`config.mk`:
```
export PLATFORM = sky130hd
export DESIGN_NAME = wb_arbiter
export DESIGN_NICKNAME = d
export VERILOG_FILES = /design/src/rtl/wb_arbiter.sv
export SDC_FILE = /design/constraint.sdc
export NUM_CORES = 1
export LEC_CHECK = 0
export CAP_MARGIN = 20
export CORE_MARGIN = 2
export CORE_UTILIZATION = 37
export DETAILED_ROUTE_END_ITERATION = 12
export GPL_ROUTABILITY_DRIVEN = 0
export PLACE_DENSITY = 0.72
export SYNTH_ARGS = -nofsm -noshare
export SYNTH_HDL_FRONTEND = slang
export SYNTH_SLANG_ARGS = --single-unit
export TNS_END_PERCENT = 5
```
`constraint.sdc`:
```
create_clock -name clk -period 3.42 [get_ports clk]
set_clock_uncertainty 0.2 [all_clocks]
set_input_delay 0.855 -clock clk [delete_from_list [all_inputs] [get_ports clk]]
set_output_delay 0.855 -clock clk [all_outputs]
set_load 0.02 [all_outputs]
```
`src/rtl/wb_arbiter.sv`:
```
// Writeback arbiter: merges the in-order MEM/WB result and a FIFO of long-latency results
// onto the single regfile write port, tracks pending destinations, and requests bubbles on starvation.
module wb_arbiter #(
  parameter int unsigned DEPTH      = 2,
  parameter int unsigned STARVE_MAX = 4
) (
  input  logic        clk,
  input  logic        rstn,

  input  logic        pipe_wen_i,
  input  logic [4:0]  pipe_waddr_i,
  input  logic [31:0] pipe_wdata_i,

  input  logic        lu_valid_i,
  output logic        lu_ready_o,
  input  logic [4:0]  lu_waddr_i,
  input  logic [31:0] lu_wdata_i,

  input  logic        issue_i,
  input  logic [4:0]  issue_addr_i,

  input  logic [4:0]  rs1_addr_i,
  input  logic [4:0]  rs2_addr_i,
  input  logic [4:0]  rd_addr_i,
  output logic        rs1_busy_o,
  output logic        rs2_busy_o,
  output logic        rd_busy_o,

  output logic        stall_o,

  output logic        wen_o,
  output logic [4:0]  wr_addr_o,
  output logic [31:0] wr_data_o
);

  localparam int unsigned PtrW = (DEPTH > 1) ? $clog2(DEPTH) : 1;
  localparam int unsigned CntW = $clog2(DEPTH) + 1;
  localparam int unsigned AgeW = $clog2(STARVE_MAX + 1);

  localparam logic [CntW-1:0] CntFull = CntW'(DEPTH);
  localparam logic [AgeW-1:0] AgeMax  = AgeW'(STARVE_MAX);

  // Result storage; data-only, so no reset is needed.
  logic [4:0]      mem_addr_q [DEPTH];
  logic [31:0]     mem_data_q [DEPTH];

  logic [PtrW-1:0] wr_ptr_q, wr_ptr_d;
  logic [PtrW-1:0] rd_ptr_q, rd_ptr_d;
  logic [CntW-1:0] count_q, count_d;
  logic [31:1]     busy_q, busy_d;
  logic [AgeW-1:0] age_q, age_d;
  logic            stall_q, stall_d;

  logic            fifo_full;
  logic            fifo_empty;
  logic            pipe_sel;
  logic            push;
  logic            pop;
  logic [4:0]      head_addr;
  logic [31:0]     head_data;
  logic [31:0]     busy_view;
  logic [31:0]     busy_nxt;

  assign fifo_full  = (count_q == CntFull);
  assign fifo_empty = (count_q == '0);
  assign head_addr  = mem_addr_q[rd_ptr_q];
  assign head_data  = mem_data_q[rd_ptr_q];

  // A pipe write to x0 is treated as idle so the FIFO can drain underneath it.
  assign pipe_sel   = pipe_wen_i && (pipe_waddr_i != 5'd0);
  assign lu_ready_o = rstn && !fifo_full;
  assign push       = lu_valid_i && lu_ready_o;
  assign pop        = !pipe_sel && !fifo_empty;

  always_comb begin
    wen_o     = 1'b0;
    wr_addr_o = 5'd0;
    wr_data_o = 32'd0;
    if (rstn) begin
      if (pipe_sel) begin
        wen_o     = 1'b1;
        wr_addr_o = pipe_waddr_i;
        wr_data_o = pipe_wdata_i;
      end else if (pop && (head_addr != 5'd0)) begin
        wen_o     = 1'b1;
        wr_addr_o = head_addr;
        wr_data_o = head_data;
      end
    end
  end

  always_comb begin
    wr_ptr_d = wr_ptr_q;
    rd_ptr_d = rd_ptr_q;
    count_d  = count_q;
    if (push) begin
      wr_ptr_d = wr_ptr_q + PtrW'(1);
    end
    if (pop) begin
      rd_ptr_d = rd_ptr_q + PtrW'(1);
    end
    unique case ({push, pop})
      2'b10:   count_d = count_q + CntW'(1);
      2'b01:   count_d = count_q - CntW'(1);
      default: count_d = count_q;
    endcase
  end

  // Bit 0 is a scratch slot so x0 sets/clears fall away without extra compares.
  always_comb begin
    busy_nxt = {busy_q, 1'b0};
    if (pop) begin
      busy_nxt[head_addr] = 1'b0;
    end
    if (issue_i) begin
      busy_nxt[issue_addr_i] = 1'b1;
    end
    busy_d = busy_nxt[31:1];
  end

  assign busy_view  = {busy_q, 1'b0};
  assign rs1_busy_o = busy_view[rs1_addr_i];
  assign rs2_busy_o = busy_view[rs2_addr_i];
  assign rd_busy_o  = busy_view[rd_addr_i];

  // Age only advances while the head is blocked by a pipe write.
  always_comb begin
    age_d = age_q;
    if (pop || fifo_empty) begin
      age_d = '0;
    end else if (age_q != AgeMax) begin
      age_d = age_q + AgeW'(1);
    end
    stall_d = (age_d == AgeMax);
  end

  assign stall_o = stall_q;

  always_ff @(posedge clk or negedge rstn) begin
    if (!rstn) begin
      wr_ptr_q <= '0;
      rd_ptr_q <= '0;
      count_q  <= '0;
      busy_q   <= '0;
      age_q    <= '0;
      stall_q  <= 1'b0;
    end else begin
      wr_ptr_q <= wr_ptr_d;
      rd_ptr_q <= rd_ptr_d;
      count_q  <= count_d;
      busy_q   <= busy_d;
      age_q    <= age_d;
      stall_q  <= stall_d;
    end
  end

  always_ff @(posedge clk) begin
    if (push) begin
      mem_addr_q[wr_ptr_q] <= lu_waddr_i;
      mem_data_q[wr_ptr_q] <= lu_wdata_i;
    end
  end

endmodule

```
==> results of run 1 <==
registers in the layout, indices dropped and copies added, names as in the netlist:
name,cells
mem_data_q,64
busy_q,31
mem_addr_q,10
age_q,3
count_q,2
rd_ptr_q,1
stall_o,1
wr_ptr_q,1
critical path: stages:
cell and delay [ns]:
buf_6 0.09, or4_4 0.56, o21ai_4 0.21, o2111ai_4 0.14, buf_12 0.18, clkbuf_16 0.17
o2bb2ai_2 0.18, buf_6 0.14
what timing repair did:
action	4_1_cts	5_1_grt
cloned	2	1
resized for setup	217	88
setup buffers	1	2
pin swaps	6	5
setup endpoints to repair	41	41
per-layer routing:
metal / share of wire (%) / GRT usage (%) / up-vias
li1: - / - / 2225
met1: 39 / 24.0 / 2368
met2: 51 / 33.5 / 220
met3: 8.5 / 5.66 / 23
met4: 1.3 / 6.51 / 0
met5: 0 / 0 / -
logic make-up after synthesis:
family,Yosys count,synth area share [%]
AOI/OAI and AO/OA,130,16.9
xor gates and xnor gates,5,0.749
adders and majority gates,3,0.642
buffers and inverters,49,3.70
DFF,113,54.7
muxes,71,14.2
and+or+nand+nor,100,9.14
final cells by class:
cell class	instances	area [um2]
clock buffer	17	425
clock inverter	14	148
fill	1207	6570
inverter	18	67.6
multi-input combinational	309	2800
sequential	113	3200
tap	211	264
timing repair buffer	189	1850
synthesized netlist by cell type (3+ instances only):
| library cell | number | share of area, % |
|---|---|---|
| clkbuf_1 | 17 | 1.1 |
| o221ai_1 | 7 | 1.0 |
| buf_6 | 3 | 0.58 |
| nor2b_1 | 10 | 1.1 |
| a31oi_1 | 3 | 0.32 |
| edfxtp_1 | 74 | 38 |
| a32oi_1 | 4 | 0.60 |
| a21boi_0 | 3 | 0.39 |
| buf_1 | 3 | 0.19 |
| nand3b_1 | 5 | 0.64 |
| nor2_1 | 16 | 1.0 |
| o2111ai_1 | 7 | 1.0 |
| nand2b_1 | 6 | 0.64 |
| mux2i_1 | 56 | 9.6 |
| a211oi_1 | 3 | 0.39 |
| a21oi_1 | 8 | 0.68 |
| or3b_2 | 3 | 0.45 |
| nand2_1 | 26 | 1.7 |
| nand3_1 | 13 | 1.1 |
| ha_1 | 3 | 0.64 |
| o2bb2ai_1 | 32 | 4.8 |
| o22a_1 | 3 | 0.45 |
| mux2_2 | 6 | 1.2 |
| a22oi_1 | 6 | 0.77 |
| mux4_2 | 9 | 3.5 |
| buf_2 | 8 | 0.68 |
| inv_1 | 18 | 1.2 |
| o21ai_0 | 24 | 2.1 |
| dfrtp_1 | 39 | 17 |
| nor3_1 | 7 | 0.60 |
| o211ai_1 | 6 | 0.77 |
| nand4_1 | 3 | 0.32 |
| xnor2_1 | 3 | 0.45 |
| o41ai_1 | 19 | 2.8 |
per-stage QoR:
| step | setup slack, ns | setup TNS, ns | cells | hold slack [ns] | total power [mW] |
|---|---|---|---|---|---|
| after floorplan | -0.0291 | -0.873 | 471 | 0.256 | 3.07 |
| after global placement | -0.860 | -29.55 | 834 | 0.269 | 3.74 |
| after detailed placement | -0.888 | -30.78 | 834 | 0.282 | 3.82 |
| after CTS | -0.201 | -4.92 | 868 | 0.257 | 5.57 |
| after global routing | -0.241 | -5.83 | 871 | 0.275 | 5.97 |
| final | -0.189 | -4.30 | 871 | 0.265 | 5.72 |
worst min path at each step:
stage                     from         end  slack, ns  cells past startpoint
floorplan           busy_q[26]  busy_q[26]       0.26                      2
global placement     busy_q[9]   busy_q[9]       0.27                      2
detailed placement  busy_q[26]  busy_q[26]       0.28                      2
CTS                       rstn    wr_ptr_q       0.26                      2
global route              rstn    wr_ptr_q       0.27                      2
finish                    rstn    wr_ptr_q       0.26                      2
power by group through the flow:
stage | registers [mW] | clock network, mW | logic [mW]
6_report | 1.99 | 1.71 | 2.02
5_1_grt | 2.02 | 1.79 | 2.16
4_1_cts | 1.98 | 1.73 | 1.86
3_3_place_gp | 1.98 | 0 | 1.77
3_5_place_dp | 2.00 | 0 | 1.82
2_1_floorplan | 1.91 | 0 | 1.16
==> impl_metrics.ini, run 1 <==
[status]
status = complete, but fails checks
violations = setup timing

[power]
p_clk_share_pct = 29.9
combPwrFrac_pct = 35.3
leakagePower_nw = 3.40
internal-power_mw = 3.81
sequentialPowerShare_pct = 34.9
p_per_area_mw_per_mm2 = 654
switching_share_pct = 33.3
power_switching_mw = 1.91
ir_drop_v = 0.000373

[synth]
synth-seq-area-share_pct = 54.7
ys_ff_latch = 113
async_flop_share_pct = 34.5
mappedNetlistNets = 573
dominantRegCellSynth = edfxtp_1
synth_cell_types = 48
synthCells = 471
synth_warnings = 0
avgSynthCellArea_um2 = 12.4
synth_area_mm2 = 0.00585
synth_edf_count = 74

[setup_path]
critPathLaunch = pipe_waddr_i[2]
critPathArrivalTime_ns = 2.55
end_kind = output port
reg2reg_from = rd_ptr_q
crit_path_end = wr_data_o[16]
crit_fanout = 8
r2r-end = busy_q[4]
start_kind = input port
reg2reg_depth = 5
ff2ff_setup_slack_ns = 0.98
required_ns = 2.36
crit_type = in2out

[floorplanning]
ios = 142
die_x_um = 130
core_mm2 = 0.0153
start_util_pct = 38.2
rows = 45
die_h_um = 130
dieArea_mm2 = 0.0168

[timing]
timing.fmax_mhz = 277
layout_min_cycle_time_ns = 3.61
final_hold_viol_count = 0
worst_pin_slew_ns = 0.520
slew-limit-headroom_pct = 65.0
fin_ws_ns = -0.189
slew_violations = 0
rsz0062_at_grt = yes
post-route-period-util_pct = 106
setup_viol = 37

[route]
vias = 4836
viasPerCell = 5.55
wl_per_cell_um = 19.5
first_pass_iters = 5
drt-total-wl_um = 17000
ant_nets = 0
drt-initial-drc-count = 312
drc_errors = 0

[grt]
grt_max_degree = 38
antenna_found_initial = 0
grt_pass1_vias = 4897
grt_pass1_wl_um = 25300
grtUsageTotal_pct = 19.6
overflow = 0

[job]
max_cap_viol_count = 0

[cells_and_area]
mostFrequentLayoutCells = 89 x clkdlybuf4s50_1, 74 x edfxtp_1, 55 x mux2i_1
mostFrequentLayoutCell = clkdlybuf4s50_1
utilization_pct = 57.1
drive_above_1_share_pct = 27.4
antenna_cells = 0
areaGrowthSynthToFinish_pct = 49.6
fin_area_mm2 = 0.00875
nNetsFinal = 750

[clock_tree]
path_clk_slew_ns = 0.05
cts_tree = built
worstSkewPairLatency_ns = 0.41
clk_path_buf_depth = 2
cts_inserted_buffers = 17
cts.sinks = 113
cts_root_buf = clkbuf_16
cts.htree.levels = 4
postCtsHoldBufs = 0

[place]
port_buffers = 141
hpwl_um = 11600
place_area_mm2 = 0.00773

[worst_hold_path]
holdCritPathClass = in2async
(Power assumes the default switching activity.)
==> run 2: changes to the inputs <==
--- a/config.mk
+++ b/config.mk
@@ -8,9 +8,11 @@
 export CAP_MARGIN = 20
 export CORE_MARGIN = 2
 export CORE_UTILIZATION = 37
+export CTS_BUF_LIST = sky130_fd_sc_hd__clkbuf_8
 export DETAILED_ROUTE_END_ITERATION = 12
 export GPL_ROUTABILITY_DRIVEN = 0
-export PLACE_DENSITY = 0.72
+export GPL_TIMING_DRIVEN = 1
+export PLACE_DENSITY = 0.74
 export SYNTH_ARGS = -nofsm -noshare
 export SYNTH_HDL_FRONTEND = slang
 export SYNTH_SLANG_ARGS = --single-unit
==> constraint.sdc (replaced) <==
create_clock -name clk -period 3.1 [get_ports clk]
set_clock_uncertainty 0.2 [all_clocks]
set_input_delay 0.775 -clock clk [delete_from_list [all_inputs] [get_ports clk]]
set_output_delay 0.775 -clock clk [all_outputs]
set_load 0.02 [all_outputs]
==> run 2 against run 1 <==
Effect of this change: the flow still finishes with violations (setup timing); global-route usage is 0.84 points higher; largest power group unchanged; clock power is 17% lower; flip-flop and latch count stayed put; critical endpoint is now wr_data_o[11]; wire length is 0.38% lower; non-clock buffer count is 7 higher; clock-buffer cell count stayed put.
==> impl_metrics.ini, run 2 (synthesized netlist as in run 1, its figures left out) <==
[status]
status = complete, but fails checks
violations = setup timing

[timing]
rsz0062_at_grt = yes
slew_violations = 0
setup_viol = 38
fin_ws_ns = -0.273
timing.fmax_mhz = 296
post-route-period-util_pct = 109
fin_hold_ws_ns = 0.312
layout_min_cycle_time_ns = 3.37
final_hold_viol_count = 0
slew-limit-headroom_pct = 66.6
tns_ns = -8.81
worst_pin_slew_ns = 0.496

[cells_and_area]
final_cells = 878
utilization_pct = 59.0
reg_top3 = mem_data_q: 64 flops, busy_q: 31 flops, mem_addr_q: 10 flops
mostFrequentLayoutCells = 89 x clkdlybuf4s50_1, 74 x edfxtp_1, 54 x mux2i_1
mostFrequentLayoutCell = clkdlybuf4s50_1
registers.top_by_ff_count = mem_data_q
areaGrowthSynthToFinish_pct = 54.5
drive_above_1_share_pct = 29.1
antenna_cells = 0
nNetsFinal = 757
largest_reg_flops = 64

[power]
power_switching_mw = 2.11
sequentialPowerShare_pct = 36.6
ir_drop_v = 0.000308
leakagePower_nw = 3.46
internal-power_mw = 3.93
combPwrFrac_pct = 39.9
switching_share_pct = 35.0
p_per_area_mw_per_mm2 = 668
p_clk_share_pct = 23.4

[clock_tree]
postCtsHoldBufs = 0
cts.htree.levels = 4
clk_path_buf_depth = 2
cts.sinks = 113
cts_root_buf = clkbuf_8
cts_tree = built
cts_inserted_buffers = 17
path_clk_slew_ns = 0.06
worstSkewPairLatency_ns = 0.42

[setup_path]
cp_common_cell = buf_6
critPathLaunch = pipe_waddr_i[1]
cpPeakStageDelay_ns = 0.54
required_ns = 2.12
crit_family = buffers and inverters
crit_path_top_delay_cell = or4_4
start_kind = input port
end_kind = output port
reg2reg_from = rd_ptr_q
path_cells = buf_6 > or4_4 > o21ai_4 > o2111ai_4 > buf_6 > buf_16 > o2bb2ai_4 > buf_6
crit_type = in2out
critPathArrivalTime_ns = 2.40
crit_buf_inv = 4
crit_fanout = 6

[floorplanning]
core_mm2 = 0.0153
die_x_um = 130
dieArea_mm2 = 0.0168
ios = 142
rows = 45
start_util_pct = 38.2
die_h_um = 130

[route]
wl_per_cell_um = 19.2
drt-total-wl_um = 16900
viasPerCell = 5.54
drt-initial-drc-count = 443
first_pass_iters = 5
ant_nets = 0
vias = 4868
drc_errors = 0

[grt]
grtUsageTotal_pct = 20.5
grt_max_degree = 40
grt_pass1_vias = 5102
overflow = 0
antenna_found_initial = 0
grt_pass1_wl_um = 26300

[worst_hold_path]
holdCritPathClass = reg2reg
min_from = busy_q[9]

[place]
hpwl_um = 12400
numPlacedInstances = 838
port_buffers = 141

[job]
max_cap_viol_count = 0
==> run 2: worst paths after layout <==
check | endpoint | slack [ns] | cells after the start
worst max register to register | busy_q[4] | 0.64 | 5
worst min-delay path | busy_q[9] | 0.31 | 2
min in group asynchronous | count_q[1] | 0.41 | 3
max in group asynchronous | rd_ptr_q | 1.92 | 3
worst max-delay path | wr_data_o[11] | -0.27 | 8
worst min register to register | busy_q[9] | 0.31 | 2
==> run 2: cell type report <==
class | instances | area (um2)
fill | 1199 | 6280
clock inverter | 14 | 173
tap | 211 | 264
timing repair buffer | 196 | 1990
sequential | 113 | 3200
clock buffer | 17 | 234
multi-input combinational | 309 | 3100
inverter | 18 | 67.6
==> run 2: what timing repair did <==
action / CTS / global route
setup endpoints to repair: 41 / 41
setup buffers: 6 / 0
resized for setup: 283 / 10
pin swaps: 37 / 3
cloned: 3 / 0
==> run 2: worst reg2reg max path: stages, from the launching register on <==
cell and delay [ns]:
dfrtp_2 0.42, buf_6 0.34, mux2_2 0.45, or3_1 0.46
o41ai_1 0.32, o21ai_0 0.14
==> run 2: metrics by stage <==
step	power [mW]	instance area [um2]	worst slack (ns)
after floorplan	3.60	6450	-0.115
after global placement	4.38	8380	-1.00
after detailed placement	4.49	8380	-1.05
after CTS	6.05	9020	-0.277
after global routing	6.34	9040	-0.352
final	6.04	9040	-0.273
==> run 2: power groups by stage <==
| stage | Combinational [mW] | Sequential (mW) | Clock [mW] |
|---|---|---|---|
| after global placement | 2.20 | 2.19 | 0 |
| after CTS | 2.41 | 2.20 | 1.45 |
| after floorplan | 1.49 | 2.11 | 0 |
| after detailed placement | 2.27 | 2.22 | 0 |
| after global routing | 2.58 | 2.25 | 1.50 |
| final | 2.41 | 2.21 | 1.42 |
==> run 2: metal layers <==
metal / vias up / share of wire, % / global-route usage [%]
met5: - / 0 / 0
met4: 0 / 1.2 / 6.14
met3: 19 / 7.1 / 5.17
met2: 217 / 50 / 34.6
met1: 2393 / 41 / 26.0
li1: 2239 / - / -
==> run 3: changes to the inputs <==
--- a/config.mk
+++ b/config.mk
@@ -12,7 +12,7 @@
 export DETAILED_ROUTE_END_ITERATION = 12
 export GPL_ROUTABILITY_DRIVEN = 0
 export GPL_TIMING_DRIVEN = 1
-export PLACE_DENSITY = 0.74
+export PLACE_DENSITY = 0.72
 export SYNTH_ARGS = -nofsm -noshare
 export SYNTH_HDL_FRONTEND = slang
 export SYNTH_SLANG_ARGS = --single-unit
==> constraint.sdc (replaced) <==
create_clock -name clk -period 3.2 [get_ports clk]
set_clock_uncertainty 0.2 [all_clocks]
set_input_delay 0.8 -clock clk [delete_from_list [all_inputs] [get_ports clk]]
set_output_delay 0.8 -clock clk [all_outputs]
set_load 0.02 [all_outputs]
==> run 3 against run 2 <==
Effect of this change: the flow finishes with violations (DRC, setup timing); clock-buffer cell count is the same; sequential share of layout area is essentially flat; flip-flop and latch count is the same; critical path depth grew 1.
==> impl_metrics.ini, run 3 (synthesized netlist as in run 1, its figures left out) <==
[clock_tree]
worstSkewPairLatency_ns = 0.42
cts_tree = built
cts_root_buf = clkbuf_8
cts_inserted_buffers = 17
clk_path_buf_depth = 2
path_clk_slew_ns = 0.06
cts.htree.levels = 4
cts.sinks = 113

[timing]
timing.fmax_mhz = 287
layout_min_cycle_time_ns = 3.48
fin_hold_ws_ns = 0.136
slew-limit-headroom_pct = 59.2
fin_ws_ns = -0.279
slew_violations = 0
worst_pin_slew_ns = 0.606
setup_viol = 38
final_hold_viol_count = 0
post-route-period-util_pct = 109
rsz0062_at_grt = yes
tns_ns = -6.71

[grt]
grtUsageTotal_pct = 19.8
grt_max_degree = 38
antenna_found_initial = 0
grt_pass1_wl_um = 25700
overflow = 0
grt_pass1_vias = 5019

[route]
vias = 4876
drt-initial-drc-count = 306
ant_nets = 0
first_pass_iters = 9
viasPerCell = 5.48
wl_per_cell_um = 18.7
drc_errors = 1
drt-total-wl_um = 16600

[setup_path]
r2r-end = busy_q[4]
cp.depth = 9
reg2reg_from = rd_ptr_q
crit_path_top_delay_cell = or4_4
crit_fanout = 7
end_kind = output port
crit_buf_inv = 5
ff2ff_setup_slack_ns = 0.96
crit_path_end = wr_data_o[3]
crit_type = in2out
critPathLaunch = pipe_waddr_i[4]
cp_common_cell = buf_6
start_kind = input port
crit_family = buffers and inverters
critPathArrivalTime_ns = 2.48
cpPeakStageDelay_ns = 0.55
reg2reg_depth = 5
required_ns = 2.20
path_cells = buf_6 > or4_4 > o21ai_4 > o2111ai_4 > buf_12 > buf_16 > buf_6 > o2bb2ai_4 > buf_6

[cells_and_area]
fin_area_mm2 = 0.00904
registers.top_by_ff_count = mem_data_q
utilization_pct = 59.1
mostFrequentLayoutCell = clkdlybuf4s50_1
areaGrowthSynthToFinish_pct = 54.6
largest_reg_flops = 64
final_cells = 890
drive_above_1_share_pct = 31.1
mostFrequentLayoutCells = 88 x clkdlybuf4s50_1, 74 x edfxtp_1, 59 x buf_4
reg_top3 = mem_data_q: 64 flops, busy_q: 31 flops, mem_addr_q: 10 flops
antenna_cells = 0
nNetsFinal = 768

[floorplanning]
ios = 142
die_x_um = 130
start_util_pct = 38.2
rows = 45
core_mm2 = 0.0153
die_h_um = 130
dieArea_mm2 = 0.0168

[place]
numPlacedInstances = 844
hpwl_um = 12000
port_buffers = 141
post-place-ws_ns = -1.04
place_area_mm2 = 0.00842

[power]
total_power_mw = 5.77
leakagePower_nw = 3.49
p_per_area_mw_per_mm2 = 638
ir_drop_v = 0.000322

[status]
status = complete, but fails checks
violations = DRC, setup timing

[job]
max_cap_viol_count = 0

[worst_hold_path]
holdCritPathClass = in2async
## run 3: cell count changes in the layout (fill, tap and decap cells not counted), sizes merged
cell	delta
dlymetal6s2s	+2
clkdlybuf4s50	-1
buf	+12
clkdlybuf4s15	-3
bufinv	-2
inv	+1
dlygate4sd3	+1
clkinvlp	+2
## run 3: area by class of cell
type	count	area, um2
Fill cell	1213	6270
Clock inverter	15	161
Inverter	18	67.6
Multi-Input combinational cell	309	3080
Tap cell	211	264
Timing Repair Buffer	207	2040
Clock buffer	17	234
Sequential cell	113	3200
## run 3: worst register-to-register path: stages, from the launching register on
cell and delay (ns):
dfrtp_2 0.40, buf_4 0.18, mux2_2 0.41, or3_1 0.44, o41ai_1 0.32, o21ai_0 0.15
## run 3: power by group
group | internal, mW | leakage, nW | total, mW | switching (mW)
registers | 1.87 | 1.11 | 2.12 | 0.254
clock network | 0.697 | 0.189 | 1.30 | 0.600
logic | 1.13 | 2.19 | 2.35 | 1.22
## run 3: what timing repair did
item / CTS / global route
gates resized for setup: 261 / 29
hold buffers: 1 / 0
gates cloned: 2 / 0
buffers inserted: 2 / 9
hold endpoints to repair: 1 / 0
endpoints found under the setup margin: 41 / 41
pin swaps: 34 / 7
## run 3: worst min path at each step
stage	from	to	slack, ns	cells past startpoint
after floorplan	busy_q[26]	busy_q[26]	0.26	2
after global placement	busy_q[9]	busy_q[9]	0.27	2
after global routing	rstn	rd_ptr_q	0.12	2
after CTS	rstn	rd_ptr_q	0.11	2
final	rstn	rd_ptr_q	0.14	2
after detailed placement	busy_q[9]	busy_q[9]	0.28	2
## run 3: per-layer routing
| layer | global-route usage [%] | vias up | share of wire [%] |
|---|---|---|---|
| met2 | 35.4 | 217 | 54 |
| met1 | 23.1 | 2387 | 38 |
| met4 | 5.25 | 0 | 0.92 |
| met3 | 6.36 | 20 | 7.5 |
| met5 | 0 | - | 0 |
| li1 | - | 2252 | - |
